===== src/rtl/ulpb_def.sv =====
// Shared ULPB layer-controller definitions: bus widths, FSM encodings
// and the RX queue entry layout.
package ulpb_def;

    localparam int ADDR_WIDTH = 8;
    localparam int DATA_WIDTH = 32;

    localparam logic [2:0] T_IDLE    = 3'd0;
    localparam logic [2:0] T_REQ     = 3'd1;
    localparam logic [2:0] T_ACKLOW  = 3'd2;
    localparam logic [2:0] T_NEXT    = 3'd3;
    localparam logic [2:0] T_RESP    = 3'd4;
    localparam logic [2:0] T_RESPLOW = 3'd5;
    localparam logic [2:0] T_FLUSH   = 3'd6;

    localparam logic [1:0] R_IDLE   = 2'd0;
    localparam logic [1:0] R_ACK    = 2'd1;
    localparam logic [1:0] R_ACKLOW = 2'd2;

    typedef struct packed {
        logic [ADDR_WIDTH-1:0] addr;
        logic [DATA_WIDTH-1:0] data;
        logic                  last;
    } rx_entry_t;

endpackage


===== src/rtl/ulpb_lc_rx_fifo.sv =====
// RX word queue between the bus controller and the host; head is
// presented combinationally, pointers wrap on the power-of-two depth.
module ulpb_lc_rx_fifo
    import ulpb_def::*;
#(
    parameter int DEPTH = 4
) (
    input  logic      clk_i,
    input  logic      rst_i,
    input  logic      push_i,
    input  rx_entry_t entry_i,
    input  logic      pop_i,
    output rx_entry_t head_o,
    output logic      valid_o,
    output logic      full_o
);

    localparam int AW = $clog2(DEPTH);

    rx_entry_t       mem_q [DEPTH];
    logic [AW-1:0]   wr_q;
    logic [AW-1:0]   rd_q;
    logic [AW:0]     cnt_q;
    logic            do_push;
    logic            do_pop;

    assign valid_o = (cnt_q != '0);
    assign full_o  = (cnt_q == (AW+1)'(DEPTH));
    assign head_o  = mem_q[rd_q];
    assign do_push = push_i && !full_o;
    assign do_pop  = pop_i && valid_o;

    always_ff @(posedge clk_i) begin
        if (do_push) begin
            mem_q[wr_q] <= entry_i;
        end
    end

    always_ff @(posedge clk_i) begin
        if (rst_i) begin
            wr_q  <= '0;
            rd_q  <= '0;
            cnt_q <= '0;
        end else begin
            if (do_push) begin
                wr_q <= wr_q + 1'b1;
            end
            if (do_pop) begin
                rd_q <= rd_q + 1'b1;
            end
            if (do_push && !do_pop) begin
                cnt_q <= cnt_q + 1'b1;
            end else if (do_pop && !do_push) begin
                cnt_q <= cnt_q - 1'b1;
            end
        end
    end

endmodule


===== src/rtl/ulpb_lc_msg_engine.sv =====
// ULPB layer-controller message engine: host word streams to/from the
// bus controller over 4-phase REQ/ACK handshakes on synchronized strobes.
module ulpb_lc_msg_engine
    import ulpb_def::*;
#(
    parameter int RX_DEPTH = 4
) (
    input  logic                  CLK,
    input  logic                  RESET,
    input  logic                  HOST_TX_VALID,
    input  logic [ADDR_WIDTH-1:0] HOST_TX_ADDR,
    input  logic [DATA_WIDTH-1:0] HOST_TX_DATA,
    input  logic                  HOST_TX_LAST,
    input  logic                  HOST_TX_PRIORITY,
    output logic                  HOST_TX_READY,
    output logic                  HOST_TX_DONE,
    output logic                  HOST_TX_FAIL,
    output logic                  HOST_RX_VALID,
    output logic [ADDR_WIDTH-1:0] HOST_RX_ADDR,
    output logic [DATA_WIDTH-1:0] HOST_RX_DATA,
    output logic                  HOST_RX_LAST,
    input  logic                  HOST_RX_READY,
    output logic                  HOST_RX_FAIL,
    output logic [ADDR_WIDTH-1:0] TX_ADDR,
    output logic [DATA_WIDTH-1:0] TX_DATA,
    output logic                  TX_PEND,
    output logic                  TX_REQ,
    output logic                  PRIORITY,
    input  logic                  TX_ACK,
    input  logic                  TX_SUCC,
    input  logic                  TX_FAIL,
    output logic                  TX_RESP_ACK,
    input  logic [ADDR_WIDTH-1:0] RX_ADDR,
    input  logic [DATA_WIDTH-1:0] RX_DATA,
    input  logic                  RX_REQ,
    input  logic                  RX_PEND,
    input  logic                  RX_FAIL,
    output logic                  RX_ACK
);

    logic [4:0] sync1_q, sync2_q;
    logic tx_ack_s, tx_succ_s, tx_fail_s, rx_req_s, rx_fail_s;

    logic [2:0]            t_state_q, t_state_d;
    logic [ADDR_WIDTH-1:0] addr_q, addr_d;
    logic [DATA_WIDTH-1:0] data_q, data_d;
    logic pend_q, pend_d, prio_q, prio_d, req_q, req_d;
    logic rack_q, rack_d, fail_q, fail_d, rdy_q, rdy_d;
    logic done_q, done_d, hfail_q, hfail_d, accept;

    logic [1:0] r_state_q, r_state_d;
    logic       rx_ack_q, rx_ack_d, rx_fail_q, rx_fail_d;
    logic       push, pop, fifo_valid, fifo_full;
    rx_entry_t  push_entry, head;

    assign {tx_ack_s, tx_succ_s, tx_fail_s, rx_req_s, rx_fail_s} = sync2_q;

    // READY is a registered pulse, so a word is taken only once it has
    // been seen low again; the host has then moved on to its next word.
    assign accept = HOST_TX_VALID && !rdy_q;

    always_comb begin
        t_state_d = t_state_q;
        addr_d = addr_q;
        data_d = data_q;
        pend_d = pend_q;
        prio_d = prio_q;
        req_d = req_q;
        rack_d = rack_q;
        fail_d = fail_q;
        rdy_d = 1'b0;
        done_d = 1'b0;
        hfail_d = 1'b0;
        unique case (t_state_q)
            T_IDLE, T_NEXT: begin
                if (t_state_q == T_NEXT && tx_fail_s) begin
                    t_state_d = T_RESP;
                end else if (accept) begin
                    if (t_state_q == T_IDLE) addr_d = HOST_TX_ADDR;
                    data_d = HOST_TX_DATA;
                    prio_d = HOST_TX_PRIORITY;
                    pend_d = ~HOST_TX_LAST;
                    req_d = 1'b1;
                    rdy_d = 1'b1;
                    t_state_d = T_REQ;
                end
            end
            T_REQ: begin
                if (tx_fail_s) begin
                    req_d = 1'b0;
                    t_state_d = T_RESP;
                end else if (tx_ack_s) begin
                    req_d = 1'b0;
                    t_state_d = T_ACKLOW;
                end
            end
            T_ACKLOW: begin
                if (tx_fail_s) t_state_d = T_RESP;
                else if (!tx_ack_s) t_state_d = pend_q ? T_NEXT : T_RESP;
            end
            T_RESP: begin
                if (tx_succ_s || tx_fail_s) begin
                    fail_d = tx_fail_s;
                    rack_d = 1'b1;
                    t_state_d = T_RESPLOW;
                end
            end
            T_RESPLOW: begin
                if (!tx_succ_s && !tx_fail_s) begin
                    rack_d = 1'b0;
                    done_d = 1'b1;
                    hfail_d = fail_q;
                    t_state_d = pend_q ? T_FLUSH : T_IDLE;
                end
            end
            T_FLUSH: begin
                if (accept) begin
                    rdy_d = 1'b1;
                    if (HOST_TX_LAST) begin
                        pend_d = 1'b0;
                        t_state_d = T_IDLE;
                    end
                end
            end
            default: t_state_d = T_IDLE;
        endcase
    end

    always_comb begin
        r_state_d = r_state_q;
        rx_ack_d = rx_ack_q;
        rx_fail_d = 1'b0;
        push = 1'b0;
        unique case (r_state_q)
            R_IDLE: begin
                if (rx_req_s && rx_fail_s) begin
                    rx_fail_d = 1'b1;
                    rx_ack_d = 1'b1;
                    r_state_d = R_ACK;
                end else if (rx_req_s && !fifo_full) begin
                    push = 1'b1;
                    rx_ack_d = 1'b1;
                    r_state_d = R_ACK;
                end
            end
            R_ACK: begin
                if (!rx_req_s) begin
                    rx_ack_d = 1'b0;
                    r_state_d = R_ACKLOW;
                end
            end
            R_ACKLOW: r_state_d = R_IDLE;
            default:  r_state_d = R_IDLE;
        endcase
    end

    always_ff @(posedge CLK) begin
        if (RESET) begin
            sync1_q <= '0;
            sync2_q <= '0;
            t_state_q <= T_IDLE;
            addr_q <= '0;
            data_q <= '0;
            pend_q <= 1'b0;
            prio_q <= 1'b0;
            req_q <= 1'b0;
            rack_q <= 1'b0;
            fail_q <= 1'b0;
            rdy_q <= 1'b0;
            done_q <= 1'b0;
            hfail_q <= 1'b0;
            r_state_q <= R_IDLE;
            rx_ack_q <= 1'b0;
            rx_fail_q <= 1'b0;
        end else begin
            sync1_q <= {TX_ACK, TX_SUCC, TX_FAIL, RX_REQ, RX_FAIL};
            sync2_q <= sync1_q;
            t_state_q <= t_state_d;
            addr_q <= addr_d;
            data_q <= data_d;
            pend_q <= pend_d;
            prio_q <= prio_d;
            req_q <= req_d;
            rack_q <= rack_d;
            fail_q <= fail_d;
            rdy_q <= rdy_d;
            done_q <= done_d;
            hfail_q <= hfail_d;
            r_state_q <= r_state_d;
            rx_ack_q <= rx_ack_d;
            rx_fail_q <= rx_fail_d;
        end
    end

    assign push_entry = '{addr: RX_ADDR, data: RX_DATA, last: ~RX_PEND};
    assign pop = fifo_valid && HOST_RX_READY;

    ulpb_lc_rx_fifo #(
        .DEPTH(RX_DEPTH)
    ) u_rx_fifo (
        .clk_i  (CLK),
        .rst_i  (RESET),
        .push_i (push),
        .entry_i(push_entry),
        .pop_i  (pop),
        .head_o (head),
        .valid_o(fifo_valid),
        .full_o (fifo_full)
    );

    assign HOST_TX_READY = rdy_q;
    assign HOST_TX_DONE  = done_q;
    assign HOST_TX_FAIL  = hfail_q;
    assign TX_ADDR       = addr_q;
    assign TX_DATA       = data_q;
    assign TX_PEND       = pend_q;
    assign TX_REQ        = req_q;
    assign PRIORITY      = prio_q;
    assign TX_RESP_ACK   = rack_q;
    assign RX_ACK        = rx_ack_q;
    assign HOST_RX_FAIL  = rx_fail_q;
    assign HOST_RX_VALID = fifo_valid;
    assign HOST_RX_ADDR  = fifo_valid ? head.addr : '0;
    assign HOST_RX_DATA  = fifo_valid ? head.data : '0;
    assign HOST_RX_LAST  = fifo_valid && head.last;

endmodule


===== config.mk =====
export PLATFORM = sky130hd
export DESIGN_NAME = ulpb_lc_msg_engine
export DESIGN_NICKNAME = d
export VERILOG_FILES = /design/src/rtl/ulpb_def.sv /design/src/rtl/ulpb_lc_rx_fifo.sv /design/src/rtl/ulpb_lc_msg_engine.sv
export SDC_FILE = /design/constraint.sdc
export NUM_CORES = 1
export LEC_CHECK = 0
export CAP_MARGIN = 20
export CORE_MARGIN = 3
export CORE_UTILIZATION = 55
export DETAILED_ROUTE_END_ITERATION = 12
export HOLD_SLACK_MARGIN = 0.05
export PLACE_DENSITY = 0.85
export SLEW_MARGIN = 20
export SYNTH_ARGS = -nofsm -noshare
export SYNTH_HDL_FRONTEND = slang
export SYNTH_SLANG_ARGS = --single-unit

===== constraint.sdc =====
create_clock -name CLK -period 7.2 [get_ports CLK]
set_input_delay 2.16 -clock CLK [delete_from_list [all_inputs] [get_ports CLK]]
set_output_delay 2.16 -clock CLK [all_outputs]
set_load 0.005 [all_outputs]

# Word level (Yosys, flattened, before mapping)

Memory sizes are Yosys's and may differ from the RTL's. A register that Yosys moved wholly into a read port is not among the register bits.
Index checks and enable logic that the tools add are counted.
W data, S select, Z words.

Flip-flop bits (word level): 72
Bits in latches: 0
RAM bits: 164
Memory bits (read-only): 0
Output and inout bits: 91
Memories: 1

Add/sub/neg operators: 4
Multiply operators: 0
Div/mod/pow operators: 0
Order comparisons: 0
Eq/ne operators: 19
Shift operators: 0
Multiplexer cells: 50
Bitwise logic cells: 6
Reductions and logical operators: 39

Memories:

| name            | depth | bits a word | read ports | clocked after memory_dff | wr ports | RTL line              | source |
|---|---|---|---|---|---|---|---|
| u_rx_fifo.mem_q | 4     | 41          | 1          | 1                        | 1        | ulpb_lc_rx_fifo.sv:20 | `rx_entry_t mem_q [DEPTH];` |

Operators by type and width:

| operator              | number |
|---|---|
| $mux W3               | 14 |
| $mux W32              | 1 |
| $mux W1               | 22 |
| $pmux W3 S6           | 1 |
| $ne A2 B2 Y1 const B  | 7 |
| $eq A3 B3 Y1 const B  | 4 |
| $ne A3 B3 Y1 const B  | 4 |
| $logic_and A1 B1 Y1   | 11 |
| $mux W2               | 5 |
| $pmux W1 S2           | 5 |
| $reduce_bool A2 Y1    | 5 |
| $reduce_and A3 Y1     | 3 |
| $mux W8               | 1 |
| $reduce_and A4 Y1     | 2 |
| $reduce_and A7 Y1     | 1 |
| $eq A3 B2 Y1 const B  | 2 |
| $logic_not A1 Y1      | 6 |
| $not A1 Y1            | 6 |
| $reduce_or A2 Y1      | 3 |
| $reduce_and A5 Y1     | 1 |
| $add A2 B1 Y2 const B | 2 |
| $pmux W2 S2           | 1 |
| $reduce_and A2 Y1     | 2 |
| $add A3 B1 Y3 const B | 1 |
| 8 further kinds       | 8 |

# Depth between registers and ports, before layout

Word-level depth: 11
Depth in mapped cells: 9

# Cells and area by module

From an unflattened synthesis, not the netlist that was laid out.

Cell total of the unflattened synthesis: 606
Area total of the unflattened synthesis: 9166.3 um2

By module, submodules not included:

| module             | instances | cells an instance | area an instance (um2) |
|---|---|---|---|
| ulpb_lc_rx_fifo    | 1         | 263               | 6436.2 |
| ulpb_lc_msg_engine | 1         | 343               | 2730.1 |

# Least setup slack after synthesis

OpenSTA, ideal clock, no wires.

Path type: register to output
Start: reg with a tool-made name
End: out HOST_RX_ADDR[0]
Arrival: 1.450 ns
Slack: 3.590 ns
Stages on the path, launching flop included: 5
Path through: dfxtp_1 -> clkbuf_1 -> buf_2 -> mux4_2 -> and2_1

RTL lines:

| element       | RTL line                 | source |
|---|---|---|
| end, declared | ulpb_lc_msg_engine.sv:19 | `output logic [ADDR_WIDTH-1:0] HOST_RX_ADDR,` |

==> metrics.yaml <==
critPathKind: "reg2out"
max-vdd-ir-drop_uv: 235.2
finalSetupTns_ps: 0
swShare: 0.2644
synth_area_leader_cell: "edfxtp_1"
combPwrFrac: 0.296
crit_fanout: 18
die_h_um: 134.5
core_area_um2: 16000
crit_arrival_ps: 2820
cp-end-kind: "output port"
synth_top_flop_cell: "edfxtp_1"
core.rowCount: 46
grt_use_total: 0.2013
dp_slack_ps: 2671
antenna_found_initial: 0
dieArea_um2: 18080
grt_first_pass_wirelength_um: 29150
drc: 0
crit_required_ps: 5040
fillers: 996
gp_congestion: 0.7540
ys_warn_count: 0
fin_ws_ps: 2219
synth_nets: 684
fmax_mhz: 200.8
cts_buffer_depth: 3
cts_inserted_buffers: 24
hold_path_end: "sync2_q[0]"
area_growth_pct: 30.17
crit_path_start_kind: "flip-flop"
rr_endpoint: "u_rx_fifo.cnt_q[2]"
synthAdderAreaFrac: 0.009096
multi_input_area_um2: 2486
tightestPinTransition_ps: 1064
netlist_area_um2: 9079
power.net_switching_mw: 1.061
nets: 862
drive_above_1_share: 0.1192
start_util: 0.5674
synth_top_family_by_area: "multiplexers"
drv_cap: 0
synth_edf_count: 164
die_w_um: 134.5
yosys.area_share.simple: 0.1024
clk_pin_slew_worst_paths_ps: 60
num_vias: 5346
hold_path_depth: 1
regArea_um2: 6409
synth-compound-area-share: 0.04135
avgSynthCellArea_um2: 15.49
hold_violations: 0
synth_area_leaders: "edfxtp_1, dfxtp_1, mux4_2"
p_total_mw: 4.013
synth-xor-area-share: 0.004824
grt_pass1_vias: 5741
clkLatencyLatePin_ps: 490
htree_levels: 1
reg2reg_slack_ps: 4440
power.clock.fraction: 0.289
rsz0062_at_grt: "false"
reg2reg_from: "u_rx_fifo.cnt_q[0]"
synth_cell_types: 52
diodes: 0
layout_min_cycle_time_ps: 4981
setup_viol: 0
p_leak_nw: 3.985
ys_seq_area_frac: 0.7056
clock_sinks: 238
syn_inst: 586
seqPwrFrac: 0.416
p_per_area_nw_per_um2: 339.5
postRouteAntennaNets: 0
relSlewSlack: 0.2906
portBuffers: 182
synth.ff_latch_count: 238
clock_skew_ps: 9.830
drtIter0Drc: 288
routed_wl_um: 18110
dp_hpwl_um: 11620
wire_per_inst_um: 18.18
ff2ff_path_depth: 8
synth_top_area_frac: 0.5424
grt_start_max_net_pins: 74
hold_start: "sync1_q[0]"
hold_class: "reg2reg"
cts_setup_buffers: 0
cts_root_buffer: "clkbuf_16"
io_pins: 183
async_flop_share: 0
status: "finished clean"
synthMuxAreaShare: 0.1151
drtPass1Iterations: 4
min_period_over_period: 0.6918
grt_overflow_total: 0
finalMaxSlewViolations: 0
cts_tree: "yes"
ctsHoldBuffers: 0
postCtsResizedCells: 0
drt-vias-per-instance: 5.367
p_int_mw: 2.952
[layout by cell type, fill, tap and decap left out, types with 2 or more instances in the layout]
| cell type | synthesis | final |
|---|---|---|
| a211oi_1 | 2 | 2 |
| a21oi_1 | 39 | 39 |
| a221oi_1 | 2 | 2 |
| a32oi_1 | 2 | 2 |
| and2_1 | 46 | 42 |
| and2_4 | 0 | 4 |
| buf_4 | 1 | 3 |
| clkbuf_1 | 15 | 6 |
| clkbuf_16 | 0 | 27 |
| clkdlybuf4s50_1 | 0 | 181 |
| clkinv_1 | 0 | 3 |
| clkinv_2 | 0 | 3 |
| dfxtp_1 | 74 | 72 |
| dfxtp_2 | 0 | 2 |
| edfxtp_1 | 164 | 164 |
| ha_1 | 5 | 5 |
| inv_1 | 6 | 6 |
| mux2i_1 | 11 | 11 |
| mux4_2 | 41 | 41 |
| nand2_1 | 71 | 71 |
| nand2b_1 | 5 | 5 |
| nand3_1 | 2 | 2 |
| nor2_1 | 26 | 26 |
| nor2b_1 | 14 | 14 |
| nor4_1 | 3 | 3 |
| nor4b_1 | 2 | 2 |
| o21ai_0 | 3 | 3 |
| o21bai_1 | 2 | 2 |
| or3_1 | 2 | 2 |
| xor2_1 | 4 | 4 |
[registers in the layout (all words and copies together) (netlist names), named ones only]
name and flops:
u_rx_fifo.mem_q 164, TX_DATA 32, TX_ADDR 8, sync1_q 5
sync2_q 5, t_state_q 3, u_rx_fifo.cnt_q 3, r_state_q 2
u_rx_fifo.rd_q 2, u_rx_fifo.wr_q 2, HOST_RX_FAIL 1, HOST_TX_DONE 1
HOST_TX_FAIL 1, HOST_TX_READY 1, PRIORITY 1, RX_ACK 1
TX_PEND 1, TX_REQ 1, TX_RESP_ACK 1, fail_q 1
[synth_stat cells (all sizes together), types with 3 or more instances]
cell	n
edfxtp	164
dfxtp	74
nand2	71
and2	46
mux4	41
a21oi	39
nor2	26
buf	20
clkbuf	15
nor2b	14
mux2i	11
inv	6
ha	5
nand2b	5
nor4	4
xor2	4
a211oi	3
o21ai	3
[worst max-delay path, stage by stage (launching register included)]
cell and delay [ps]:
dfxtp_2 770, buf_4 380, mux4_2 520, and2_1 180, clkdlybuf4s50_1 480
[worst max-delay path by stage]
stage / to / cells after the start / slack (ps) / start
global route: HOST_RX_DATA[18] / 4 / 2020 / flip-flop
CTS: HOST_RX_DATA[22] / 4 / 2130 / flip-flop
detailed placement: HOST_RX_DATA[22] / 4 / 2670 / flip-flop
floorplan: HOST_RX_ADDR[0] / 4 / 3590 / flip-flop
finish: HOST_RX_DATA[28] / 4 / 2220 / flip-flop
global placement: HOST_RX_DATA[13] / 4 / 2360 / flip-flop
[power groups by stage]
stage / clock, mW / sequential [mW] / combinational (mW)
detailed placement: 0 / 1.70 / 1.20
global placement: 0 / 1.71 / 1.12
floorplan: 0 / 1.63 / 0.659
global route: 1.24 / 1.69 / 1.29
CTS: 1.18 / 1.67 / 1.20
finish: 1.16 / 1.67 / 1.19
[layout make-up]
type                    count  share of cell area
repair buffers            187              0.1589
multi-input cells         307              0.2104
well taps                 216             0.02287
inverters                   6            0.001906
clock buffers              35             0.06067
flip-flops and latches    238              0.5423
clock inverters             7            0.002965
[routing by layer]
metal / global-route usage / wire, um / vias to the layer above
met4: 0.04299 / 199 / 0
met1: 0.2552 / 7391 / 2609
met2: 0.3514 / 8975 / 203
li1: - / - / 2517
met5: 0 / 0 / -
met3: 0.05589 / 1546 / 17
[cells by family after synthesis]
logic type / Yosys count
adders and majority gates: 6
and+or+nand+nor: 183
AOI/OAI and AO/OA: 60
xor gates and xnor gates: 5
DFF: 238
muxes: 53
buffers and inverters: 41
[metrics by stage]
step	area (um2)	hold slack, ps	util	cells
finish	11820	432.7	0.7386	996
global placement	11020	417.3	0.6888	952
floorplan	9079	408.4	-	586
global route	11820	452.9	0.7386	996
detailed placement	11060	422.0	0.6913	954
CTS	11810	435.5	0.7383	996
Power figures use the tool's default switching activity.
